==> config.mk <==
export PLATFORM = sky130hd
export DESIGN_NAME = im_fetch
export DESIGN_NICKNAME = d
export VERILOG_FILES = /design/src/rtl/im_fetch.sv
export SDC_FILE = /design/constraint.sdc
export NUM_CORES = 1
export LEC_CHECK = 0
export ABC_AREA = 0
export ABC_CLOCK_PERIOD_IN_PS = 2300
export CORE_MARGIN = 1
export CORE_UTILIZATION = 45
export DETAILED_ROUTE_END_ITERATION = 8
export GPL_ROUTABILITY_DRIVEN = 0
export PLACE_DENSITY = 0.67
export SLEW_MARGIN = 20
export SYNTH_ARGS = -nofsm -noshare
export SYNTH_HDL_FRONTEND = slang
export SYNTH_SLANG_ARGS = --single-unit
==> constraint.sdc <==
create_clock -name clk -period 2.3 [get_ports clk]
set_input_delay 0.345 -clock clk [delete_from_list [all_inputs] [get_ports clk]]
set_output_delay 0.345 -clock clk [all_outputs]
set_load 0.02 [all_outputs]
==> src/rtl/im_fetch.sv <==
// im_fetch: 32x15 instruction memory with a boot-time clear, registered fetch and JMP delay-slot flush.
// Optional feature macro: IM_JCOND_EN enables conditional jumps (JEQ/JNE/JGT/JLT) on the z/n flags.
module im_fetch (
  input  logic        clk,
  input  logic        rst_n,
  input  logic [7:0]  pc,
  input  logic        z,
  input  logic        n,
  input  logic        prog_we,
  input  logic [4:0]  prog_addr,
  input  logic [14:0] prog_data,
  output logic [14:0] instr,
  output logic [7:0]  dataIM,
  output logic        l,
  output logic        valid,
  output logic        ready
);

  typedef enum logic {CLEAR, RUN} state_t;

  localparam logic [6:0] OP_JMP = 7'b1001101;

  state_t      state;
  state_t      nextState;
  logic [4:0]  clearCnt;
  logic [14:0] mem [0:31];
  logic        flush;
  logic        jump;
  logic [6:0]  opcode;

  always_ff @(posedge clk or negedge rst_n) begin
    if (!rst_n) state <= CLEAR;
    else        state <= nextState;
  end

  always_comb begin
    nextState = state;
    if (state == CLEAR && clearCnt == 5'd31) nextState = RUN;
  end

  always_ff @(posedge clk or negedge rst_n) begin
    if (!rst_n)              clearCnt <= 5'd0;
    else if (state == CLEAR) clearCnt <= clearCnt + 5'd1;
  end

  // Memory has no reset; the CLEAR walk zeroes it and locks out programming meanwhile.
  always_ff @(posedge clk) begin
    if (state == CLEAR)  mem[clearCnt]  <= '0;
    else if (prog_we)    mem[prog_addr] <= prog_data;
  end

  always_ff @(posedge clk or negedge rst_n) begin
    if (!rst_n)                instr <= '0;
    else if (state == CLEAR)   instr <= '0;
    else if (pc[7:5] != 3'b0)  instr <= '0;
    else                       instr <= mem[pc[4:0]];
  end

  // A taken jump marks the next fetched word as a delay slot to be squashed.
  always_ff @(posedge clk or negedge rst_n) begin
    if (!rst_n) flush <= 1'b0;
    else        flush <= (state == RUN) && l;
  end

  assign opcode = instr[14:8];
  assign dataIM = instr[7:0];
  assign ready  = (state == RUN);
  assign valid  = (state == RUN) && !flush;

`ifdef IM_JCOND_EN
  always_comb begin
    jump = 1'b0;
    case (opcode)
      OP_JMP:     jump = 1'b1;
      7'b1001110: jump = z;
      7'b1001111: jump = !z;
      7'b1010000: jump = !z && !n;
      7'b1010001: jump = n;
      default:    jump = 1'b0;
    endcase
  end
`else
  logic unusedFlags;
  assign unusedFlags = z ^ n;

  always_comb begin
    jump = 1'b0;
    if (opcode == OP_JMP) jump = 1'b1;
  end
`endif

  assign l = valid && jump;

endmodule

==> results by group, run 1 <==
Routing
  – WL final: 44150 um
  – WL/cell: 25.77 um
  – DR vias: between 9000 and 10000
  – DRC viols: 0
  – Vias/cell: ~5.6
  – Post-route ant nets: 0
  – Drt initial violations: roughly 730
  – Drt first pass iters: 5

Critical path
  – Setup Crit Path Kind: flop to primary output
  – Critical R2R Capture: mem[20][6]
  – R2R Setup Slk: 0.09 ns
  – Crit-path max cell delay: roughly 0.40 ns
  – Startpoint Class: flop
  – R2R cell count: 7
  – Crit Reg-Reg Startpoint: ready
  – Slowest stage cell, crit path: dfrtp_1
  – CP Launch Point: ready
  – CP dominant cell by count: buf_4
  – CP required: 1.96 ns
  – Critical Path AT: 1.87 ns
  – Crit-path cells: buf_4 -> nor2b_1 -> nand3b_1 -> nor4_2 -> buf_4
  – Crit. End Element: primary output
  – Largest fanout on the critical path: 3

Clocking
  – CTS tree: done
  – Skew-Pair Late Insertion Delay: 0.58 ns
  – Hold_buf cts: 0
  – Clock sinks: 502
  – Root Driver: clkbuf_16
  – Max clock buf depth: 3
  – Num CTS Buffers: 50
  – Clk pin slew, worst setup/hold paths: 0.06 ns
  – CTS HTree Levels: 2

Min path
  – Hold crit path type: input pin to asynchronous set/reset pin

Synth
  – Count leader, synth: edfxtp_1
  – Synth Flop Type: edfxtp_1
  – Post-synth top area share: roughly three quarters
  – Top post-synthesis cells by count: edfxtp_1, mux4_2, mux2i_1, nor2_1, nand2_1
  – Register area share after synthesis: 76.50%
  – YS warnings: 0
  – Number of synthesized register bits: 502
  – Post-synth net total: around 950
  – Synthesized cell area: ~20000 um^2
  – Mean post-synth cell area: 21.36 um^2
  – EDFF count, synth: 480
  – Cell taking the most area after synthesis: edfxtp_1
  – Asr flop ratio synth: 4.382%
  – Syn Inst Count: 916
  – Area contributors post-synth: edfxtp_1, mux4_2, mux2i_1
  – Post-synth cell types: 40

Power
  – PwrDens: roughly 800 nW/um^2
  – Leak Pwr: 8.442 nW
  – Total power: 0.01877 W
  – Peak VDD IR: ~0.56 mV

Cells and area
  – Layout cells sized above 1: 26.51%
  – Final core occ: 54.61%
  – Syn-to-layout area delta: 19.99%
  – Cell area after layout: roughly 23000 um^2
  – Nets: around 1100

GRT
  – Initial antenna violation count: 3
  – First-pass GRT wire length: 65140 um
  – GRT Overall Usage: 20.58%
  – Largest net degree at the start of global routing: 33
  – Via count of the first global-routing pass: 9880
  – Remaining Overflow, GRT: 0

Floorplanning
  – Die W: 210.5 um
  – IO Pins: 59
  – Initial Util: 45.51%
  – Die Ht: 210.5 um
  – Core Box Area: 42980 um^2
  – Full die area: 44310 um^2
  – FP Rows: 76

Placement
  – HPWL Detailed: 28300 um
  – Placed inst area: ~22000 um^2
  – PortBufs: 56

STA
  – Fin. max-slew vios: 0
  – F_max: 0.4510 GHz
  – Final hold viol count: 0
  – Setup violators final: 0
  – Final worst-path cycle share: 96.41%
  – Skew final: 0.02898 ns
  – Worst-case headroom to the max-slew limit: between 20 and 30%
  – Tightest hold margin: 0.1477 ns
  – Worst-Margin Slew: 1.066 ns
  – Fin crit period: 2.217 ns
  – RSZ-0062 raised after global routing: no

Outcome
  – Status: completed

Job
  – Total of max-cap violations: 0
## per-layer routing
metal,global-route usage [%],vias to the layer above,share of wire (%)
met3,4.276,75,7.1
li1,-,4181,-
met1,28.04,5022,41
met2,33.26,358,49
met4,6.497,2,2.7
met5,1.669,-,0.22
## area by class of cell
cell class	instances	area [um^2]
diodes	4	10.01
clock buffers	73	1398
clock inverters	20	157.7
fillers	3321	19510
inverters	2	7.507
multi-input cells	353	4189
flip-flops and latches	502	14960
well taps	585	732.0
repair buffers	174	2014
## registers in the layout, summed over array words and instances, names as in the netlist
| signal | cells |
|---|---|
| mem | 480 |
| flush | 1 |
| ready | 1 |
| clearCnt | 5 |
| instr | 15 |
## per-stage QoR
step / setup WS (ns) / std cells / setup TNS [ns]
finish: 0.08256 / 1713 / 0
CTS: 0.02018 / 1708 / 0
detailed placement: -0.2739 / 1615 / -82.68
global route: 0.004249 / 1711 / 0
floorplan: -0.1338 / 916 / -26.55
global placement: -0.2511 / 1615 / -58.39
## critical path, delay by kind of cell (launching register included)
family | cells | cell delay, ns
DFF | 1 | 0.40
and+or+nand+nor | 3 | 0.52
buffers and inverters | 2 | 0.38
## cells in the final DEF, fill, tap and decap left out, types with 2 or more instances in the layout
cell type	Yosys	final
edfxtp_1	480	480
mux4_2	97	97
buf_4	16	73
mux2i_1	61	61
clkbuf_16	0	50
clkdlybuf4s50_1	0	50
buf_12	2	46
nor2_1	39	35
nand2_1	24	24
dfrtp_1	22	22
clkbuf_1	15	17
a31oi_1	16	16
and3_1	16	16
a22oi_1	15	15
a221o_1	15	15
o21ai_0	12	12
a221oi_1	9	9
clkinv_1	0	9
mux4_1	8	8
o2111ai_1	6	6
clkinv_2	0	6
clkbuf_8	0	6
nor2_2	1	5
diode_2	0	4
nor2b_1	5	4
mux2_2	4	4
nand2b_1	3	3
nand4b_1	3	3
xnor2_1	3	3
inv_1	2	2
and2_1	2	2
ha_1	2	2
inv_6	0	2
bufinv_16	0	2
buf_6	12	2
dlygate4sd2_1	0	2
## logic make-up after synthesis
family	synth area share [%]
AO/OA/AOI/OAI	2.949
XOR/XNOR	0.1343
adder cells (fa/ha/maj)	0.1279
buffers and inverters	2.181
flip-flops	76.50
multiplexers	15.59
AND/OR/NAND/NOR	2.514
## how the worst max path moves through the flow
stage	end	slack, ns	cells after the start
CTS	l	0.02	5
global route	l	0.004	5
global placement	mem[1][10]	-0.25	5
finish	l	0.08	5
detailed placement	mem[29][2]	-0.27	7
floorplan	mem[18][0]	-0.13	6
## power breakdown
part	leakage, nW	switching, W	internal (W)
clock network	0.761	0.00326	0.00443
logic	2.42	0.000596	0.000437
registers	5.26	0.00000676	0.0100
## repair_timing
action                     CTS  global route
pin swaps                    0             0
gates resized for setup      7             2
setup buffers                0             1
setup endpoints to repair    3             1
(Power assumes the default switching activity.)
==> run 2, diff against run 1 <==
--- a/config.mk
+++ b/config.mk
@@ -7,7 +7,7 @@
 export LEC_CHECK = 0
 export ABC_AREA = 0
 export ABC_CLOCK_PERIOD_IN_PS = 2300
-export CORE_MARGIN = 1
+export CORE_MARGIN = 4
 export CORE_UTILIZATION = 45
 export DETAILED_ROUTE_END_ITERATION = 8
 export GPL_ROUTABILITY_DRIVEN = 0
==> run 2 against run 1 <==
Against the previous run:
- clock power decreased by 3.3%
- maximum frequency increased by 3.0%
- global-route usage is 1.6 points lower
- power fell by 1.6%
- highest routed layer is now met4
- clock-buffer cell count shrank 6
- critical endpoint is now mem[1][8]
- routed wire length rose by 0.53%
==> results by group, run 2 (synthesis gave the netlist of run 1 again) <==
GRT
  – Met1 usage: 27.16% (-0.89 points)
  – Via count of the first global-routing pass: 9778 (-1.0%)
  – Met2 Use GR: 30.45% (-2.8 points)
  – GR peak layer: met2
  – Met3 Usage GRT: 3.547% (-0.73 points)
  – Initial antenna violation count: 1 (-2)
  – GRT Overall Usage: 18.98% (-1.6 points)
  – Remaining Overflow, GRT: 0 (unchanged)
  – Largest net degree at the start of global routing: 33 (unchanged)
  – First-pass GRT wire length: 65380 um (+0.37%)

Placement
  – Dpl cells: 1617 (+0.12%)
  – Placed inst area: 21660 um^2 (-1.1%)
  – PortBufs: 56 (unchanged)
  – HPWL Detailed: 28540 um (+0.88%)

Cells and area
  – Largest reg by FF count: mem
  – Biggest regs: mem: 480 flops, instr: 15 flops, clearCnt: 5 flops
  – Commonest non-fill, non-tap cell in the layout: edfxtp_1
  – Nets: 1119 (+0.089%)
  – Layout cells sized above 1: 26.09% (-0.42 points)
  – Max FFs per register: 480 (unchanged)
  – Final core occ: 53.89% (-0.72 points)
  – Syn-to-layout area delta: 18.41%
  – Cell area after layout: 23160 um^2 (-1.3%)
  – Finished Layout Cells: 1709 (-0.23%)
  – Most frequent cells in the layout: edfxtp_1, mux4_2, buf_4

Routing
  – Drt initial violations: 874 (+21%)
  – WL final: 44380 um (+0.53%)
  – DRC viols: 0 (unchanged)
  – Drt first pass iters: 5 (unchanged)
  – WL/cell: 25.97 um (+0.76%)
  – Post-route ant nets: 0 (unchanged)
  – Vias/cell: 5.692 (+1.2%)
  – DR vias: 9728 (+0.93%)

Min path
  – Hold crit path type: input pin to asynchronous set/reset pin

Clocking
  – CTS HTree Levels: 2 (unchanged)
  – Clk pin slew, worst setup/hold paths: 0.06 ns (about the same)
  – Max clock buf depth: 3 (unchanged)
  – CTS tree: done
  – Root Driver: clkbuf_16
  – Num CTS Buffers: 50 (unchanged)
  – Skew-Pair Late Insertion Delay: 0.58 ns (about the same)
  – Hold_buf cts: 0 (unchanged)
  – Clock sinks: 502 (unchanged)
  – Post-CTS Setup Repair Bufs: 0 (unchanged)

Power
  – Seq pwr share: 54.4% (+0.9 points)
  – Logic pwr share: 5.3% (-0.2 points)
  – Pint: 0.01464 W (-1.8%)
  – Leak Pwr: 8.352 nW (-1.1%)
  – PwrDens: 797.3 nW/um^2 (-0.30%)
  – Sw Ratio: 20.71% (+0.15 points)
  – Net switching power figure: 0.003825 W (-0.88%)
  – Clock power share: 40.3% (-0.7 points)
  – Peak VDD IR: 0.4706 mV (-15%)

Floorplanning
  – Core Box Area: 42980 um^2 (unchanged)
  – Die Ht: 216.5 um (+2.9%)
  – Full die area: 46870 um^2 (+5.8%)
  – FP Rows: 76 (unchanged)
  – Initial Util: 45.51% (unchanged)
  – Die W: 216.5 um (+2.9%)
  – IO Pins: 59 (unchanged)

STA
  – Setup violators final: 0 (unchanged)
  – Final worst-path cycle share: 93.59% (-2.8 points)
  – Worst-case headroom to the max-slew limit: 27.40% (-1.3 points)
  – Worst-Margin Slew: 1.087 ns (+0.02099 ns)
  – Fin crit period: 2.153 ns (-0.06483 ns)
  – RSZ-0062 raised after global routing: no
  – Total negative slack: 0 ns (unchanged)
  – Skew final: 0.02278 ns (-0.006204 ns)
  – Final hold viol count: 0 (unchanged)
  – F_max: 0.4646 GHz (+3.0%)
  – Fin. max-slew vios: 0 (unchanged)

Critical path
  – Crit. End Element: flop
  – Startpoint Class: flop
  – Critical Path AT: 2.34 ns (+0.47 ns)
  – CP required: 2.49 ns (+0.53 ns)
  – Largest fanout on the critical path: 15 (+12)
  – Setup Crit Path Kind: flop to flop

Job
  – Total of max-cap violations: 0 (unchanged)

Outcome
  – Status: completed
## run 2: cell count changes in the layout (fill, tap and decap cells not counted), sizes merged
cell and delta:
buf +1, bufinv -2, clkbuf -6, clkinv +7, clkinvlp +1, diode -3, inv -2
## run 2: power by group through the flow
stage	logic [W]	registers [W]	clock network [W]
floorplan	0.000534	0.0103	0
global placement	0.000972	0.0102	0
detailed placement	0.000990	0.0102	0
CTS	0.000991	0.0100	0.00758
global route	0.00104	0.0100	0.00795
finish	0.000982	0.0100	0.00744
## run 2: through the flow
step           hold slack, ns  power [W]  worst slack, ns
6_report               0.1573    0.01847           0.1474
5_1_grt                0.1711    0.01903          0.03445
4_1_cts                0.1436    0.01862          0.02185
3_5_place_dp           0.4614    0.01123          -0.3879
3_3_place_gp           0.4578    0.01121          -0.3664
2_1_floorplan         0.04941    0.01079          -0.1338
## run 2: worst paths after layout
| kind | from | depth (start not counted) | endpoint | slack, ns |
|---|---|---|---|---|
| hold reg to reg | instr[9] | 1 | flush | 0.46 |
| max in group asynchronous | rst_n | 2 | instr[12] | 1.84 |
| setup / recovery | ready | 5 | mem[1][8] | 0.15 |
| hold / removal | rst_n | 2 | ready | 0.16 |
| min in group clk | instr[9] | 1 | flush | 0.46 |
| setup reg to reg | ready | 5 | mem[1][8] | 0.15 |
## run 2: what timing repair did
action | CTS | global route
pin swaps | 0 | 1
setup endpoints to repair | 3 | 23
resized for setup | 9 | 3
## run 2: worst max-delay path, stage by stage (launching register included)
cell,delay (ns)
dfrtp_2,0.42
and2_1,0.22
buf_4,0.15
mux2i_1,0.24
nand2_1,0.11
nor2_2,0.62
## run 2: per-layer routing
metal / up-vias / wire (um)
met5: - / 0
met4: 0 / 862
met3: 60 / 3347
met2: 381 / 21660
met1: 5117 / 18520
li1: 4170 / -
## run 2: cell type report
class	instances	area, um^2
diodes	1	2.502
clock buffers	67	1389
clock inverters	24	101.3
fillers	3333	19820
inverters	2	7.507
multi-input cells	353	4188
flip-flops and latches	502	14970
well taps	585	732.0
repair buffers	175	1777
==> run 3, diff against run 2 <==
--- a/config.mk
+++ b/config.mk
@@ -5,10 +5,10 @@
 export SDC_FILE = /design/constraint.sdc
 export NUM_CORES = 1
 export LEC_CHECK = 0
-export ABC_AREA = 0
 export ABC_CLOCK_PERIOD_IN_PS = 2300
 export CORE_MARGIN = 4
 export CORE_UTILIZATION = 45
+export CTS_CLUSTER_DIAMETER = 80
 export DETAILED_ROUTE_END_ITERATION = 8
 export GPL_ROUTABILITY_DRIVEN = 0
 export PLACE_DENSITY = 0.67
==> results of run 3 <==
Same layout as run 2: the final DEF is identical, and so are final timing and power.
